`config.mk`:
```
export PLATFORM = sky130hd
export DESIGN_NAME = shared_reg_arbiter_flat
export DESIGN_NICKNAME = d
export VERILOG_FILES = /design/src/rtl/shared_reg_arbiter_if.sv /design/src/rtl/shared_reg_arbiter.sv /design/src/flat_wrapper.sv
export SDC_FILE = /design/constraint.sdc
export NUM_CORES = 1
export LEC_CHECK = 0
export ABC_AREA = 1
export ABC_CLOCK_PERIOD_IN_PS = 1800
export BUFFER_PORTS_ARGS = -buffer_cell sky130_fd_sc_hd__buf_2
export CORE_MARGIN = 1
export CORE_UTILIZATION = 47
export CTS_CLUSTER_DIAMETER = 150
export CTS_CLUSTER_SIZE = 20
export DETAILED_ROUTE_END_ITERATION = 10
export HOLD_SLACK_MARGIN = 0.02
export PLACE_DENSITY = 0.79
export SYNTH_ARGS = -nofsm -noshare
export SYNTH_HDL_FRONTEND = slang
export SYNTH_SLANG_ARGS = --single-unit
```
`constraint.sdc`:
```
create_clock -name clk -period 1.8 [get_ports clk]
set_input_delay 0.09 -clock clk [delete_from_list [all_inputs] [get_ports clk]]
set_output_delay 0.09 -clock clk [all_outputs]
set_load 0.005 [all_outputs]
```
`src/rtl/shared_reg_arbiter_if.sv`:
```
// Bundle between requesters and the shared-register arbiter.
// The slave modport is the arbiter side; the master modport is the requester side.
interface shared_reg_arbiter_if #(
   parameter int N_REQ = 4,
   parameter int WIDTH = 8
);
   logic [N_REQ-1:0]       req;
   logic [N_REQ*WIDTH-1:0] wdata;
   logic [N_REQ-1:0]       lock;
   logic [N_REQ-1:0]       gnt;
   logic [N_REQ-1:0]       ack;
   logic [WIDTH-1:0]       a_q;
   logic                   a_valid;
   logic                   busy;

   modport slave (
      input  req, wdata, lock,
      output gnt, ack, a_q, a_valid, busy
   );

   modport master (
      output req, wdata, lock,
      input  gnt, ack, a_q, a_valid, busy
   );
endinterface

```
`src/rtl/shared_reg_arbiter.sv`:
```
// Round-robin arbiter that serialises writes from N_REQ requesters into one shared register.
// Optional macro SHARED_REG_ARB_LOCK_EN lets a locked winner keep the grant for up to HOLD_MAX writes.
//
// state | meaning
// IDLE  | no grant outstanding; arbitrate among pending requests
// GRANT | winner holds gnt; commit its write (or drop it if req withdrawn)
module shared_reg_arbiter #(
   parameter int N_REQ    = 4,
   parameter int WIDTH    = 8,
   parameter int HOLD_MAX = 4
) (
   input  logic clk,
   input  logic rst_n,
   shared_reg_arbiter_if.slave bus
);
   localparam int IDX_W = (N_REQ > 1) ? $clog2(N_REQ) : 1;
   localparam logic [N_REQ-1:0] ONE = {{(N_REQ-1){1'b0}}, 1'b1};

   typedef enum logic {
      IDLE  = 1'b0,
      GRANT = 1'b1
   } state_t;

   state_t            state;
   logic [IDX_W-1:0]  rr_ptr;
   logic [IDX_W-1:0]  win;
   logic [IDX_W-1:0]  pick;
   logic [IDX_W-1:0]  win_next;
   logic [N_REQ-1:0]  gnt_q;
   logic [N_REQ-1:0]  ack_q;
   logic [WIDTH-1:0]  a_q_r;
   logic              a_valid_r;
   logic [WIDTH-1:0]  win_data;

`ifdef SHARED_REG_ARB_LOCK_EN
   localparam int HC_W = $clog2(HOLD_MAX) + 1;
   logic [HC_W-1:0]   hold_cnt;
   logic              keep;
`else
   logic              unused_lock;
   assign unused_lock = |bus.lock;
`endif

   // First pending request at or after rr_ptr, wrapping to 0.
   always_comb begin
      int  idx;
      logic found;
      pick  = rr_ptr;
      found = 1'b0;
      idx   = 0;
      for (int i = 0; i < N_REQ; i++) begin
         idx = int'(rr_ptr) + i;
         if (idx >= N_REQ) idx = idx - N_REQ;
         if (!found && bus.req[idx]) begin
            found = 1'b1;
            pick  = IDX_W'(idx);
         end
      end
   end

   assign win_next = (win == IDX_W'(N_REQ - 1)) ? '0 : win + 1'b1;
   assign win_data = bus.wdata[int'(win)*WIDTH +: WIDTH];

`ifdef SHARED_REG_ARB_LOCK_EN
   assign keep = bus.lock[win] && (hold_cnt < HC_W'(HOLD_MAX - 1));
`endif

   always_ff @(posedge clk or negedge rst_n) begin
      if (!rst_n) begin
         state     <= IDLE;
         rr_ptr    <= '0;
         win       <= '0;
         gnt_q     <= '0;
         ack_q     <= '0;
         a_q_r     <= '0;
         a_valid_r <= 1'b0;
`ifdef SHARED_REG_ARB_LOCK_EN
         hold_cnt  <= '0;
`endif
      end else begin
         ack_q <= '0;
         case (state)
            IDLE: begin
               if (|bus.req) begin
                  win   <= pick;
                  gnt_q <= ONE << pick;
                  state <= GRANT;
               end else begin
                  gnt_q <= '0;
               end
            end
            GRANT: begin
               if (bus.req[win]) begin
                  a_q_r     <= win_data;
                  a_valid_r <= 1'b1;
                  ack_q     <= ONE << win;
`ifdef SHARED_REG_ARB_LOCK_EN
                  if (keep) begin
                     hold_cnt <= hold_cnt + 1'b1;
                  end else begin
                     hold_cnt <= '0;
                     gnt_q    <= '0;
                     rr_ptr   <= win_next;
                     state    <= IDLE;
                  end
`else
                  gnt_q  <= '0;
                  rr_ptr <= win_next;
                  state  <= IDLE;
`endif
               end else begin
                  // Withdrawn request: pointer stays so the same requester keeps priority.
                  gnt_q <= '0;
                  state <= IDLE;
`ifdef SHARED_REG_ARB_LOCK_EN
                  hold_cnt <= '0;
`endif
               end
            end
            default: begin
               gnt_q <= '0;
               state <= IDLE;
            end
         endcase
      end
   end

   assign bus.gnt     = gnt_q;
   assign bus.ack     = ack_q;
   assign bus.a_q     = a_q_r;
   assign bus.a_valid = a_valid_r;
   assign bus.busy    = (state != IDLE);

endmodule

```
`src/flat_wrapper.sv`:
```
// flat-port wrapper written by rule: the top's interface ports become plain ports
module shared_reg_arbiter_flat 
#(
   parameter int N_REQ    = 4,
   parameter int WIDTH    = 8,
   parameter int HOLD_MAX = 4
)
  (clk, rst_n, bus_req, bus_wdata, bus_lock, bus_gnt, bus_ack, bus_a_q, bus_a_valid, bus_busy);
  shared_reg_arbiter_if #(.N_REQ(N_REQ), .WIDTH(WIDTH)) bus_i ();
  input  logic clk;
  input  logic rst_n;
  input wire logic [$bits(bus_i.req)-1:0] bus_req;
  input wire logic [$bits(bus_i.wdata)-1:0] bus_wdata;
  input wire logic [$bits(bus_i.lock)-1:0] bus_lock;
  output wire logic [$bits(bus_i.gnt)-1:0] bus_gnt;
  output wire logic [$bits(bus_i.ack)-1:0] bus_ack;
  output wire logic [$bits(bus_i.a_q)-1:0] bus_a_q;
  output wire logic [$bits(bus_i.a_valid)-1:0] bus_a_valid;
  output wire logic [$bits(bus_i.busy)-1:0] bus_busy;
  assign bus_i.req = bus_req;
  assign bus_i.wdata = bus_wdata;
  assign bus_i.lock = bus_lock;
  assign bus_gnt = bus_i.gnt;
  assign bus_ack = bus_i.ack;
  assign bus_a_q = bus_i.a_q;
  assign bus_a_valid = bus_i.a_valid;
  assign bus_busy = bus_i.busy;
  shared_reg_arbiter #(.N_REQ(N_REQ), .WIDTH(WIDTH), .HOLD_MAX(HOLD_MAX)) u_core (.clk(clk), .rst_n(rst_n), .bus(bus_i));
endmodule
```
Word level (Yosys, flattened, before mapping)
Cells that the tools add are included.
{ "word_totals": {"in_bits": 42, "register_bits": 22, "mem_count": 0, "ram_bits": 0, "out_inout_bits": 18, "latchBits": 0, "word_cells": 70, "mem_bits_ro": 0} }
{ "classes": {"n_mux": 32, "n_eq_ne": 1, "n_addsub": 8, "shift": 3, "n_bitwise": 1, "div": 0, "n_reduce_logical": 9, "mul": 0, "magnitude_cmp": 9} }
{ "ops": {"columns": ["cell", "count"], "rows": [
  ["less-than comparator 32 x 4 -> 1 bit, second input constant", 4],
  ["two-way mux 32 bit", 4],
  ["greater-or-equal comparator 32 x 4 -> 1 bit, second input constant", 3],
  ["subtractor 32 x 4 -> 32 bit, second input constant", 3],
  ["variable part select 32 x 6 -> 8 bit", 1],
  ["two-way mux 1 bit", 13],
  ["two-way mux 4 bit", 3],
  ["binary-select mux 1 bit (select 2 bit)", 5],
  ["two-way mux 2 bit", 5],
  ["case mux 4 bit (2 select lines)", 1],
  ["left shift 1 x 2 -> 4 bit, first input constant", 2],
  ["adder 2 x 2 -> 3 bit, second input constant", 2],
  ["AND reduction 2 bit", 2],
  ["OR reduction 4 bit", 1],
  ["subtractor 2 x 3 -> 4 bit, second input constant", 1],
  ["adder 2 x 1 -> 3 bit, second input constant", 1],
  ["greater-or-equal comparator 2 x 3 -> 1 bit, second input constant", 1],
  ["logical AND 1 bit", 3],
  ["zero test 1 bit", 3],
  ["less-than comparator 2 x 3 -> 1 bit, second input constant", 1],
  ["adder 2 x 1 -> 2 bit, second input constant", 1],
  ["equality test 2 bit, second input constant", 1],
  ["case mux 1 bit (2 select lines)", 1],
  ["inverter 1 bit", 1]
]} }

Logic depth before layout (Yosys ltp)
{ "depth": {"depth_word": 18, "ltp_mapped": 14, "depth_no_buf": 13} }

Worst setup path before layout
Ideal clock, no wire load.
{ "synth_timing": {"path_type": "register to register", "startpoint": "reg u_core.win[0]", "endpoint": "reg u_core.rr_ptr[1]", "n_path_buf": 3, "arrival_ps": 1380, "setup_time_ps": 127, "period_less_slack_ps": 1507, "setup_slack_ps": 293, "required_time_ps": 1673, "stages_incl_launch_ff": 8, "path_cell_list": "dfrtp_1 buf_4 inv_1 clkbuf_1 buf_2 ha_1 nand2_1 o21ai_0"} }
{ "synth_between": {"word_cells_on_any_way": 6, "cone_classes": "add/sub: 1; eq/ne: 1; mux: 3; reduce/logical: 1"} }
{ "synth_lines": {"columns": ["element", "line_no", "rtl"], "rows": [
  ["from (decl)", "shared_reg_arbiter.sv:26", "logic [IDX_W-1:0] win;"],
  ["from (signal assigned)", "shared_reg_arbiter.sv:85", "win <= pick;"],
  ["adder 2 x 1 -> 2 bit or equality test 2 bit (tied branches)", "shared_reg_arbiter.sv:61", "assign win_next = (win == IDX_W'(N_REQ - 1)) ? '0 : win + 1'b1;"],
  ["two-way mux 2 bit *", "shared_reg_arbiter.sv:61", null],
  ["net u_core.win_next[1]", "shared_reg_arbiter.sv:28", "logic [IDX_W-1:0] win_next;"],
  ["to (signal assigned)", "shared_reg_arbiter.sv:108", "rr_ptr <= win_next;"],
  ["to (decl)", "shared_reg_arbiter.sv:25", "logic [IDX_W-1:0] rr_ptr;"]
]} }
The timed path passes the listed nets; every way through them passes the cells marked *. The select of a mux whose other input is x is not followed.
A chain may end at the register's enable or synchronous reset.

Worst setup path in the final report
{ "layout_timing": {"startpoint": "reg u_core.rr_ptr[0]", "endpoint": "reg u_core.gnt_q[0] (netlist: u_core.bus.gnt[0])"} }
{ "layout_between": {"elab_chain_cells": 18, "word_cells_on_any_way": 43, "cone_classes": "add/sub: 7; order compare: 4; shift: 1; mux: 25; reduce/logical: 6"} }
{ "layout_rtl": {"columns": ["element", "line_no", "rtl"], "rows": [
  ["branches (longest 14 deep; another with subtractor 32 x 4 -> 32 bit)", null, null],
  ["two-way mux 2 bit *", "shared_reg_arbiter.sv:54", "if (!found && bus.req[idx]) begin"],
  ["left shift 1 x 2 -> 4 bit *", "shared_reg_arbiter.sv:86", "gnt_q <= ONE << pick;"],
  ["two-way mux 4 bit *", "shared_reg_arbiter.sv:84", "if (|bus.req) begin"],
  ["case mux 4 bit (2 select lines) *", "shared_reg_arbiter.sv:82", "case (state)"],
  ["to (signal assigned)", "shared_reg_arbiter.sv:86", null],
  ["to (decl)", "shared_reg_arbiter.sv:29", "logic [N_REQ-1:0] gnt_q;"]
]} }
Mark *: on every way between the ends. The select of a mux whose other input is x is not followed.

==> run metrics <==
outcome complete, but fails checks; failing checks design-rule violations; Power Density 1610 mW/mm²; CP Cell Sequence buf_4 -> nand2_1 -> nand2_2 -> nand2_2 -> nand2_4 -> a21oi_4 -> nand2_2 -> nand2_2 -> nand2_1 -> nand2_1 -> nor2_1; cell area after layout 0.00177 mm²; min cycle time layout 1590 ps; reg-to-reg setup timing slack 210 ps; switching fraction of total power 48.4%; WS Path Type reg -> reg; Synth Area per Inst 7.04 µm²; worst flop-to-flop path endpoint u_core.bus.gnt[0]; most used cell, CP nand2_2; clock edge transition at the registers on the reported setup and hold paths 110 ps; Resized cells post-CTS 0; slowest CP cell dfrtp_1; hold path depth 3; delay-heaviest family, CP simple AND/OR/NAND/NOR gates; internal power 0.00147 W; critical path endpoint category flop; TNS Setup 0 ps; R2R cell count 11; PortBufs 55; sequential share of power 27.9%; Max Root-Sink Buffers 2; ys async rst share 100%; final net count 308; max-slew violation count 0; Num CTS Buffers 3; DP HPWL 2420 µm; ys flop type dfrtp_1; number of synthesized flops with an enable pin 0; part of the Yosys area used for sequential elements 38.7%; max-cap viol count 0; Max stage delay on crit path 460 ps; Gate Count Post-Synth 202; Final setup viols 0; DR iter-0 viols 58; Worst Tran Pin Value 467 ps; Die X 57.0 µm; pin count of the biggest net entering global routing 23; CP Launch Point u_core.rr_ptr[0]; Clk Tree Root Cell clkbuf_4; row count 19; number of detailed-route iterations in the first pass 7; initial antenna violation count 0; core box area 0.00281 mm²; H-tree lvl count 1; vias in the first global route 1332; final non-filler cell total 291; Final Wtd Congestion 0.840; Yosys cell types 22; detailed-route DRC error count 10; met1 Use GR 28.9%; FF-to-FF Start u_core.rr_ptr[0]; WP data required 1990 ps; RSZ-0062 raised after global routing false; CTS tree yes; per-cell routed wire length 10.8 µm; ANT cells 0; Synth-to-Final Area Change 24.6%; GR Util met2 37.3%; clock share of power 7.2%; Post-DRT Antenna Nets 0; drt via density 4.96; Hold Path Origin bus_wdata[26]; met3 Track Usage GR 1.59%; Die H 57.0 µm; full die area 0.00325 mm²; Max transition margin 68.9%; Hold Path Sink u_core.bus.a_q[2]; Congestion Overflow GR 0; Tightest Hold Check Type in -> reg; Mapped Nets 248; Worst Path Max Fanout 8; GRT Total Usage 21.7%; Lkg Pwr 0.961 nW; f_max 631 MHz; final hold viol count 0; fillers 269; Synthesis Warnings 0; most used routing layer met2; worst path bufs/invs 1; Placed Cells 287; io pins 60; post-synthesis cell area 0.00142 mm²; switching power 0.00138 W; buffers inserted by post-CTS timing repair 0; Startpoint Class flop; DRT Wirelength 3150 µm; clock net sink count 22; WHS 116 ps; layout cells sized above 1 33.5%; Worst Path Arrival 1780 ps; Seq cells post-synth 22; Clock Latency Late Sink 290 ps; Logic pwr share 64.9%; first-pass GRT wire length 5640 µm; Tot Pwr 0.00285 W; Worst Skew 0.513 ps; Placed Area 0.00174 mm²; Vias 1442; period utilisation layout 88.1%; initial core utilization 50.7%; Peak VDD IR 0.846 mV
-- placed cells by master, fill, tap and decap left out --
| master | instances |
|---|---|
| a21oi_1 | 2 |
| a21oi_4 | 1 |
| a31oi_1 | 8 |
| buf_2 | 55 |
| buf_4 | 8 |
| clkbuf_4 | 3 |
| dfrtp_1 | 22 |
| dlygate4sd3_1 | 1 |
| ha_1 | 4 |
| inv_1 | 10 |
| inv_2 | 5 |
| nand2_1 | 42 |
| nand2_2 | 9 |
| nand2_4 | 1 |
| nand3_1 | 10 |
| nand3_2 | 4 |
| nand4_1 | 1 |
| nor2_1 | 49 |
| nor4_1 | 1 |
| o21ai_0 | 22 |
| o21ai_1 | 1 |
| or2_2 | 1 |
-- layout make-up --
type / instances / area (µm²) / area share [%]
clock buffer: 3 / 22.5 / 1.27
timing repair buffer: 64 / 345 / 19.5
multi-input combinational: 156 / 759 / 42.8
inverter: 15 / 56.3 / 3.18
sequential: 22 / 551 / 31.1
tap: 31 / 38.8 / 2.19
-- synth_stat cells (2+ instances only) --
cell / n / share of area, %
a31oi_1: 8 / 3.5
nand3_2: 4 / 2.8
buf_2: 3 / 1.1
nand3_1: 10 / 3.5
inv_2: 5 / 1.3
a21oi_1: 2 / 0.70
o21ai_0: 22 / 7.7
nor2_1: 49 / 13
clkbuf_1: 2 / 0.53
buf_4: 3 / 1.6
dfrtp_1: 22 / 39
inv_1: 10 / 2.6
nand2_1: 42 / 11
ha_1: 4 / 3.5
nand2_2: 9 / 4.0
-- kinds of logic (layout without fill, tap and decap cells) --
logic type / after synthesis / count (layout) / synth area share, %
AND/OR/NAND/NOR: 118 / 118 / 36.4
buffers and inverters: 24 / 82 / 7.92
flip-flops: 22 / 22 / 38.7
AO/OA/AOI/OAI: 34 / 34 / 13.5
adder cells (fa/ha/maj): 4 / 4 / 3.52
-- per-layer routing --
metal	share of wire, %	vias up
met5	0	-
met4	1.1	0
met3	3.6	4
met2	47	35
met1	48	637
li1	-	766
-- power groups by stage --
stage	sequential [W]	combinational (W)	clock, W
after floorplan	0.000803	0.00136	0
after global placement	0.000800	0.00181	0
after detailed placement	0.000803	0.00184	0
after CTS	0.000794	0.00185	0.000213
after global routing	0.000817	0.00212	0.000235
final	0.000794	0.00185	0.000205
-- registers in the layout, indices dropped and copies added, names as in the netlist --
| signal | flops |
|---|---|
| u_core.bus.gnt | 4 |
| u_core.bus.a_valid | 1 |
| u_core.win | 2 |
| u_core.rr_ptr | 2 |
| u_core.bus.ack | 4 |
| u_core.bus.a_q | 8 |
| u_core.bus.busy | 1 |
-- worst register-to-register path: cells and delay by family, from the launching register on --
kind            cells  cell delay, ps
buf+inv             1             200
compound gates      1             170
flops               1             460
simple gates        9             670
-- timing repair --
action	in CTS	in global routing
hold buffers	1	0
hold endpoints to repair	22	0
setup endpoints to repair	0	0
-- stage by stage --
stage,worst slack [ps],utilization [%]
2_1_floorplan,293,-
3_3_place_gp,271,62.0
3_5_place_dp,253,62.0
4_1_cts,224,63.2
5_1_grt,96.0,63.2
6_report,215,63.2
-- worst max-delay path by stage --
stage | to | slack (ps) | cells past startpoint
floorplan | u_core.rr_ptr[1] | 290 | 7
finish | u_core.bus.gnt[0] | 210 | 11
detailed placement | u_core.bus.gnt[0] | 250 | 11
global placement | u_core.bus.gnt[2] | 270 | 11
global route | u_core.bus.gnt[3] | 100 | 11
CTS | u_core.bus.gnt[0] | 220 | 11
No activity file was read; power rests on OpenSTA's default activity.
